### src/rtl/fir_frame_ctrl.sv
// ----------------------------------------------------------------------------
// fir_frame_ctrl
//
// Frame sequencer wrapped around an external 4-bit-in / 16-bit-out FIR.
// One frame is handled in the following order:
//   1. Collect FRAME_LEN samples from the input stream into a local buffer.
//   2. Wait until the output FIFO has room for every output of the frame.
//   3. Play the buffered samples into the FIR on consecutive cycles.
//   4. Play TAPS-1 zero samples into the FIR to flush it.
// Every FIR output of the frame is captured into a first-word-fall-through
// FIFO. The final output of the frame is tagged with m_last. The FIR delay
// line is cleared between frames, so each frame is an independent full
// convolution of FRAME_LEN+TAPS-1 outputs.
//
// Ports
//   clk      in   rising-edge clock
//   rst      in   synchronous active-high reset
//   s_valid  in   input sample valid
//   s_ready  out  sample accepted this cycle (high only while filling)
//   s_data   in   signed 4-bit input sample
//   fir_in   out  signed 4-bit sample to the FIR (zero outside the run phase)
//   fir_rst  out  FIR delay-line clear
//   fir_out  in   signed 16-bit FIR result
//   m_valid  out  output FIFO not empty
//   m_ready  in   downstream accepts the FIFO head
//   m_data   out  signed 16-bit filtered sample at the FIFO head
//   m_last   out  FIFO head is the final output of its frame
//   busy     out  controller is not in the fill phase
// ----------------------------------------------------------------------------

// Safety checker for the output FIFO. It is kept apart from the datapath.
module fir_frame_ctrl_checker #(
    parameter int OFIFO_DEPTH = 32,
    parameter int OCC_W       = 6
) (
    input logic             clk,
    input logic             rst,
    input logic             push_i,
    input logic             pop_i,
    input logic [OCC_W-1:0] occ_i
);

    // A push into a full FIFO without a simultaneous pop would lose data.
    a_no_overflow: assert property (@(posedge clk) disable iff (rst)
        !(push_i && !pop_i && (occ_i == OCC_W'(OFIFO_DEPTH))));

    // The occupancy count must never exceed the physical depth.
    a_occ_bound: assert property (@(posedge clk) disable iff (rst)
        (occ_i <= OCC_W'(OFIFO_DEPTH)));

endmodule

module fir_frame_ctrl #(
    parameter int FRAME_LEN   = 16,  // input samples per frame (>= 1)
    parameter int TAPS        = 4,   // FIR taps; flush length is TAPS-1
    parameter int FIR_LATENCY = 1,   // fir_in -> fir_out latency (>= 0)
    parameter int OFIFO_DEPTH = 32   // must be >= FRAME_LEN+TAPS-1
) (
    input  logic               clk,
    input  logic               rst,
    input  logic               s_valid,
    output logic               s_ready,
    input  logic signed [3:0]  s_data,
    output logic signed [3:0]  fir_in,
    output logic               fir_rst,
    input  logic signed [15:0] fir_out,
    output logic               m_valid,
    input  logic               m_ready,
    output logic signed [15:0] m_data,
    output logic               m_last,
    output logic               busy
);

    // Outputs produced by one frame.
    localparam int NEED     = FRAME_LEN + TAPS - 1;
    // A single counter serves both the fill/run phase and the flush phase.
    localparam int CNT_MAX  = (FRAME_LEN > TAPS) ? FRAME_LEN : TAPS;
    localparam int CNT_W    = (CNT_MAX > 1) ? $clog2(CNT_MAX) : 1;
    localparam int IDX_W    = (FRAME_LEN > 1) ? $clog2(FRAME_LEN) : 1;
    localparam int PTR_W    = (OFIFO_DEPTH > 1) ? $clog2(OFIFO_DEPTH) : 1;
    localparam int OCC_W    = $clog2(OFIFO_DEPTH) + 1;
    // Highest occupancy that still leaves room for a whole frame.
    localparam int ROOM_MAX = OFIFO_DEPTH - NEED;
    localparam int FLUSH_LAST_I = (TAPS > 1) ? (TAPS - 2) : 0;

    localparam logic [CNT_W-1:0] LAST_SAMPLE = CNT_W'(FRAME_LEN - 1);
    localparam logic [CNT_W-1:0] FLUSH_LAST  = CNT_W'(FLUSH_LAST_I);

    typedef enum logic [2:0] {
        ST_CLEAR = 3'd0,
        ST_FILL  = 3'd1,
        ST_WAIT  = 3'd2,
        ST_RUN   = 3'd3,
        ST_FLUSH = 3'd4,
        ST_DRAIN = 3'd5
    } state_e;

    state_e                  state_q;
    logic [CNT_W-1:0]        cnt_q;
    logic signed [3:0]       fir_in_q;
    logic                    s_ready_q;
    logic                    busy_q;
    logic signed [3:0]       ibuf_q [FRAME_LEN];

    logic [IDX_W-1:0]        fill_idx_s;
    logic [IDX_W-1:0]        run_next_idx_s;
    logic                    accept_s;
    logic                    room_s;
    logic                    drv_valid_s;
    logic                    drv_last_s;
    logic                    cap_valid_s;
    logic                    cap_last_s;
    logic                    pipe_busy_s;

    // Output FIFO state.
    logic [16:0]             mem_q [OFIFO_DEPTH];
    logic [PTR_W-1:0]        wr_ptr_q, wr_ptr_d;
    logic [PTR_W-1:0]        rd_ptr_q, rd_ptr_d;
    logic [OCC_W-1:0]        occ_q, occ_d;
    logic                    push_s;
    logic                    pop_s;
    logic [16:0]             head_s;

    // Pointer advance with wrap at the FIFO depth. The depth does not have to
    // be a power of two.
    function automatic logic [PTR_W-1:0] ptr_inc(input logic [PTR_W-1:0] p);
        if (p == PTR_W'(OFIFO_DEPTH - 1)) begin
            return '0;
        end else begin
            return p + PTR_W'(1);
        end
    endfunction

    assign fill_idx_s     = IDX_W'(cnt_q);
    assign run_next_idx_s = IDX_W'(cnt_q + CNT_W'(1));
    assign accept_s       = (state_q == ST_FILL) && s_valid && s_ready_q;
    // Uses registered occupancy, so entries popped this cycle count from the next cycle.
    assign room_s         = (occ_q <= OCC_W'(ROOM_MAX));

    // Frame sequencer: state, shared counter and the registered stream/FIR outputs.
    always_ff @(posedge clk) begin
        if (rst) begin
            state_q   <= ST_CLEAR;
            cnt_q     <= '0;
            fir_in_q  <= 4'sd0;
            s_ready_q <= 1'b0;
            busy_q    <= 1'b1;
        end else begin
            case (state_q)
                ST_CLEAR: begin
                    state_q   <= ST_FILL;
                    cnt_q     <= '0;
                    fir_in_q  <= 4'sd0;
                    s_ready_q <= 1'b1;
                    busy_q    <= 1'b0;
                end
                ST_FILL: begin
                    if (accept_s) begin
                        if (cnt_q == LAST_SAMPLE) begin
                            state_q   <= ST_WAIT;
                            cnt_q     <= '0;
                            s_ready_q <= 1'b0;
                            busy_q    <= 1'b1;
                        end else begin
                            cnt_q <= cnt_q + CNT_W'(1);
                        end
                    end
                end
                ST_WAIT: begin
                    // Only start when every output of the frame is guaranteed
                    // a FIFO slot. The FIR can then never be stalled mid-frame.
                    if (room_s) begin
                        state_q  <= ST_RUN;
                        cnt_q    <= '0;
                        fir_in_q <= ibuf_q[0];
                    end
                end
                ST_RUN: begin
                    // fir_in_q already holds ibuf[cnt_q]. Look one sample ahead.
                    if (cnt_q == LAST_SAMPLE) begin
                        cnt_q    <= '0;
                        fir_in_q <= 4'sd0;
                        state_q  <= (TAPS > 1) ? ST_FLUSH : ST_DRAIN;
                    end else begin
                        cnt_q    <= cnt_q + CNT_W'(1);
                        fir_in_q <= ibuf_q[run_next_idx_s];
                    end
                end
                ST_FLUSH: begin
                    if (cnt_q == FLUSH_LAST) begin
                        cnt_q   <= '0;
                        state_q <= ST_DRAIN;
                    end else begin
                        cnt_q <= cnt_q + CNT_W'(1);
                    end
                end
                ST_DRAIN: begin
                    // Outputs still in flight through the FIR latency must land
                    // in the FIFO before the delay line is cleared.
                    if (!pipe_busy_s) begin
                        state_q <= ST_CLEAR;
                    end
                end
                default: begin
                    state_q   <= ST_CLEAR;
                    cnt_q     <= '0;
                    fir_in_q  <= 4'sd0;
                    s_ready_q <= 1'b0;
                    busy_q    <= 1'b1;
                end
            endcase
        end
    end

    // Sample buffer written during fill. Its contents are only read after a full fill.
    always_ff @(posedge clk) begin
        if (accept_s) begin
            ibuf_q[fill_idx_s] <= s_data;
        end
    end

    // Drive-side tags: one valid per FIR input of the frame, last on the final one.
    always_comb begin
        drv_valid_s = (state_q == ST_RUN) || (state_q == ST_FLUSH);
        if (TAPS > 1) begin
            drv_last_s = (state_q == ST_FLUSH) && (cnt_q == FLUSH_LAST);
        end else begin
            drv_last_s = (state_q == ST_RUN) && (cnt_q == LAST_SAMPLE);
        end
    end

    // Capture pipe: align the drive tags with fir_out across the FIR latency.
    generate
        if (FIR_LATENCY == 0) begin : g_no_lat
            assign cap_valid_s = drv_valid_s;
            assign cap_last_s  = drv_last_s;
            assign pipe_busy_s = 1'b0;
        end else begin : g_lat
            logic [FIR_LATENCY-1:0] pipe_v_q;
            logic [FIR_LATENCY-1:0] pipe_l_q;

            // Shift register for the valid/last tags, cleared on reset.
            always_ff @(posedge clk) begin
                if (rst) begin
                    pipe_v_q <= '0;
                    pipe_l_q <= '0;
                end else begin
                    pipe_v_q[0] <= drv_valid_s;
                    pipe_l_q[0] <= drv_last_s;
                    for (int i = 1; i < FIR_LATENCY; i++) begin
                        pipe_v_q[i] <= pipe_v_q[i-1];
                        pipe_l_q[i] <= pipe_l_q[i-1];
                    end
                end
            end

            assign cap_valid_s = pipe_v_q[FIR_LATENCY-1];
            assign cap_last_s  = pipe_l_q[FIR_LATENCY-1];
            assign pipe_busy_s = |pipe_v_q;
        end
    endgenerate

    assign push_s = cap_valid_s;
    assign pop_s  = (occ_q != OCC_W'(0)) && m_ready;

    // Next-state for FIFO pointers and occupancy. Push and pop may coincide.
    always_comb begin
        wr_ptr_d = wr_ptr_q;
        rd_ptr_d = rd_ptr_q;
        occ_d    = occ_q;
        if (push_s) begin
            wr_ptr_d = ptr_inc(wr_ptr_q);
        end else begin
            wr_ptr_d = wr_ptr_q;
        end
        if (pop_s) begin
            rd_ptr_d = ptr_inc(rd_ptr_q);
        end else begin
            rd_ptr_d = rd_ptr_q;
        end
        case ({push_s, pop_s})
            2'b10:   occ_d = occ_q + OCC_W'(1);
            2'b01:   occ_d = occ_q - OCC_W'(1);
            default: occ_d = occ_q;
        endcase
    end

    // FIFO control registers. Reset discards any partially delivered frame.
    always_ff @(posedge clk) begin
        if (rst) begin
            wr_ptr_q <= '0;
            rd_ptr_q <= '0;
            occ_q    <= '0;
        end else begin
            wr_ptr_q <= wr_ptr_d;
            rd_ptr_q <= rd_ptr_d;
            occ_q    <= occ_d;
        end
    end

    // FIFO storage: the 16-bit FIR result is stored unchanged next to its last tag.
    always_ff @(posedge clk) begin
        if (push_s) begin
            mem_q[wr_ptr_q] <= {fir_out, cap_last_s};
        end
    end

    // First-word-fall-through head. It is forced to zero when empty, so
    // uninitialised storage never reaches the port.
    assign head_s  = mem_q[rd_ptr_q];
    assign m_valid = (occ_q != OCC_W'(0));
    assign m_data  = m_valid ? head_s[16:1] : 16'sd0;
    assign m_last  = m_valid & head_s[0];

    assign s_ready = s_ready_q;
    assign busy    = busy_q;
    assign fir_in  = fir_in_q;
    assign fir_rst = rst | (state_q == ST_CLEAR);

    fir_frame_ctrl_checker #(
        .OFIFO_DEPTH (OFIFO_DEPTH),
        .OCC_W       (OCC_W)
    ) u_checker (
        .clk    (clk),
        .rst    (rst),
        .push_i (push_s),
        .pop_i  (pop_s),
        .occ_i  (occ_q)
    );

endmodule
### config.mk
export PLATFORM = sky130hd
export DESIGN_NAME = fir_frame_ctrl
export DESIGN_NICKNAME = d
export VERILOG_FILES = /design/src/rtl/fir_frame_ctrl.sv
export SDC_FILE = /design/constraint.sdc
export NUM_CORES = 1
export LEC_CHECK = 0
export ABC_AREA = 1
export ABC_CLOCK_PERIOD_IN_PS = 4100
export BUFFER_PORTS_ARGS = -buffer_cell sky130_fd_sc_hd__buf_2
export CORE_UTILIZATION = 42
export CTS_BUF_LIST = sky130_fd_sc_hd__clkbuf_8
export CTS_CLUSTER_SIZE = 30
export DETAILED_ROUTE_END_ITERATION = 16
export GPL_TIMING_DRIVEN = 0
export PLACE_DENSITY = 0.67
export SLEW_MARGIN = 20
export SYNTH_ARGS = -nofsm -noshare
export SYNTH_HDL_FRONTEND = slang
export SYNTH_SLANG_ARGS = --single-unit
export TNS_END_PERCENT = 100
### constraint.sdc
create_clock -name clk -period 4.1 [get_ports clk]
set_clock_uncertainty 0.05 [all_clocks]
set_input_delay 0.82 -clock clk [delete_from_list [all_inputs] [get_ports clk]]
set_output_delay 0.82 -clock clk [all_outputs]
set_load 0.05 [all_outputs]
==> metrics.txt <==
Worst IR Drop VDD=341 uV; per-cell routed wire length=~23 microns; combinational share of power=0.335; antenna cells=0; net count of the mapped netlist=around 2200; r2r worst-path depth=14; total grt overflow=0; CTS Buf Count=slightly below 100; final core utilization=0.487; Hold WC Path Type=in -> reg; antenna-violating nets left=0; clk_lat worst skew=just over 700 ps; TNS Setup=0 ps; total iterations of the first detailed-routing run=5; FP Rows=91; global-route usage over all layers=0.239; worst-path cell with the longest stage delay=dfxtp_1; CTS tree=built; CP arrival=3190 ps; most common cell after layout, fill and taps aside=edfxtp_1; vias in the first global route=18100; CTS Root Buffer Type=clkbuf_8; Hold Path Depth=4; most frequent cells in the layout=608 x edfxtp_1, 334 x nor2_1, 306 x nand2_1; Worst R2R Start=occ_q[4]; final setup vio count=0; Nets=2399; asr flop ratio synth=0; DRC viols=0; Highest Clock Rate=0.246 GHz; part of the power in registers=0.400; final wirelength=75800 microns; YS warnings=0; Worst path most repeated cell=buf_4; Post-Syn Area=0.0263 sq mm; GPL Wtd Cong=0.947; CP cell instances=buf_6 > buf_6 > buf_4 > buf_4 > nor2_1 > o211ai_1 > nand3_1 > nand3_1 > nand2_1 > nor2_2 > buf_4; initial antenna violation count=0; post-synthesis sequential area ratio=0.721; max incr delay on CP=390 ps; Crit Path Category=reg -> out; die footprint=0.0637 sq mm; gate count of the mapped netlist=2185; clk buf depth=3; count of cell types in the netlist=35; first-pass GRT wire length=approximately 110000 microns; P per Cell Area=between 600 and 700 mW/mm^2; Post-CTS Setup Bufs=0; CP Data Required Time=3230 ps; Clk pwr share=0.265; CP Max Fanout=10; slew at the pin with the worst max-slew slack=slightly above 900 ps; clk slew on worst S/H paths=approximately 60 ps; net switching power=7.12 mW; Crit path depth=11; DR vias/cell=about 5.6; EDFF count, synth=608; R2R Path End=occ_q[4]; Worst path top cell family by delay=buffers and inverters; Final period util=0.990; Pleak=10.5 nW; post-layout minimum cycle time=4060 ps; Die H=252 microns; Pwr Total=between 15 and 20 mW; Hold Path End=occ_q[2]; Die Wd=252 microns; crit path buf inv count=5; syn_area_per_cell=roughly 12 sq um; iteration-0 DRC count of the detailed router=~2300; Post-synth top flop=edfxtp_1; top-level I/O count=just under 50; Slew HR=0.392; Core Region=0.0618 sq mm; largest net degree at the start of global routing=33; DR vias=~18000; CTS Sinks=644; Final Hold Fails=0; Yosys reg bits=around 640; Internal Power=11.5 mW; endpoint class of the critical path=primary output; cts hold-fix bufs=0; reg-to-reg slack, setup=960 ps; Sw Share=0.383; H-Tree Depth=3; Final HPWL DP=50200 microns; CP startpoint kind=register; HP Start=rst; layout cells sized above 1=0.152; area growth from synthesis to layout=14.4%; worst hold slack=between 300 and 400 ps; Port Buffers=48; Max-Cap Viols=0; RSZ-0062 raised after global routing=false; FILL cells=5353; status=completed; initial core utilization=0.426; Slew Limit Fails=0
[sequential cells by signal, summed over array words and instances (netlist names), 3 cells and up, named ones only]
name / count
mem_q: 544
ibuf_q: 64
occ_q: 6
rd_ptr_q: 5
wr_ptr_q: 5
cnt_q: 4
fir_in: 4
state_q: 3
[cell families (layout without fill, tap and decap cells)]
logic type | after synthesis | after routing | synth area share
XOR/XNOR | 13 | 13 | 0.00433
buffers and inverters | 223 | 466 | 0.0384
adder cells (fa/ha/maj) | 15 | 15 | 0.00713
AND/OR/NAND/NOR | 879 | 879 | 0.136
flip-flops | 644 | 644 | 0.721
AO/OA/AOI/OAI | 411 | 411 | 0.0930
[metal layers]
metal  routed length (microns)  up-vias  track usage
li1                          -     8190            -
met1                     29000     8841        0.309
met2                     34500     1137        0.377
met3                      9110      204       0.0682
met4                      3200        0        0.101
met5                         0        -            0
[cells in the mapped netlist (2+ instances only)]
library cell	n	area [sq um]
xnor2_1	3	26.3
nand3_1	170	851
nor3_1	8	40.0
a211oi_1	2	15.0
nand4_1	2	12.5
clkinv_1	3	11.3
xor2_1	10	87.6
inv_1	85	319
buf_2	38	190
clkbuf_1	64	240
o221ai_1	66	578
nand2_1	306	1150
buf_6	10	113
dfxtp_1	36	721
a21oi_1	54	270
buf_4	13	97.6
ha_1	15	188
buf_1	7	26.3
nor2_2	15	93.8
or2_2	2	12.5
o31ai_1	16	120
o21ai_1	5	25.0
nor2_1	373	1400
o211ai_1	34	255
inv_2	2	7.51
edfxtp_1	608	18300
o21ai_0	230	1150
[power by group through the flow]
stage	logic [mW]	clock network (mW)	registers, mW
floorplan	3.72	0	7.55
global placement	5.65	0	7.55
detailed placement	5.76	0	7.55
CTS	5.89	4.95	7.42
global route	6.59	5.22	7.44
finish	6.21	4.93	7.42
[through the flow]
step | setup slack (ps) | instances | cell area [sq um]
after CTS | 1.87 | 3265 | 29900
after global routing | 2.54 | 3265 | 30100
after global placement | 293 | 3070 | 27600
final | 39.9 | 3265 | 30100
after floorplan | 1260 | 2185 | 26300
after detailed placement | 268 | 3096 | 28000
[worst register-to-register path, delay by kind of cell (launching register included)]
| kind | cells | cell delay, ps |
|---|---|---|
| AND/OR/NAND/NOR | 6 | 1370 |
| buffers and inverters | 3 | 400 |
| XOR/XNOR | 2 | 310 |
| flip-flops | 1 | 320 |
| adder cells (fa/ha/maj) | 2 | 410 |
| AO/OA/AOI/OAI | 1 | 160 |
[how the worst max path moves through the flow]
stage | start | endpoint | slack, ps
2_1_floorplan | register | m_data[6] | 1260
3_3_place_gp | register | m_data[8] | 290
3_5_place_dp | register | m_data[9] | 270
4_1_cts | register | m_data[6] | 2
5_1_grt | register | m_data[8] | 3
6_report | register | m_data[5] | 40
[layout make-up]
cell class | instances | area (sq um) | share of cell area
Timing Repair Buffer | 74 | 617 | 0.0205
Buffer | 133 | 757 | 0.0251
Clock inverter | 66 | 355 | 0.0118
Inverter | 90 | 338 | 0.0112
Sequential cell | 644 | 19000 | 0.630
Multi-Input combinational cell | 1318 | 6600 | 0.219
Tap cell | 837 | 1050 | 0.0348
Clock buffer | 103 | 1420 | 0.0471
[timing repair]
action,CTS,global route
pin swaps,0,8
endpoints found under the setup margin,17,17
gates resized for setup,40,78
(Power assumes the default switching activity.)
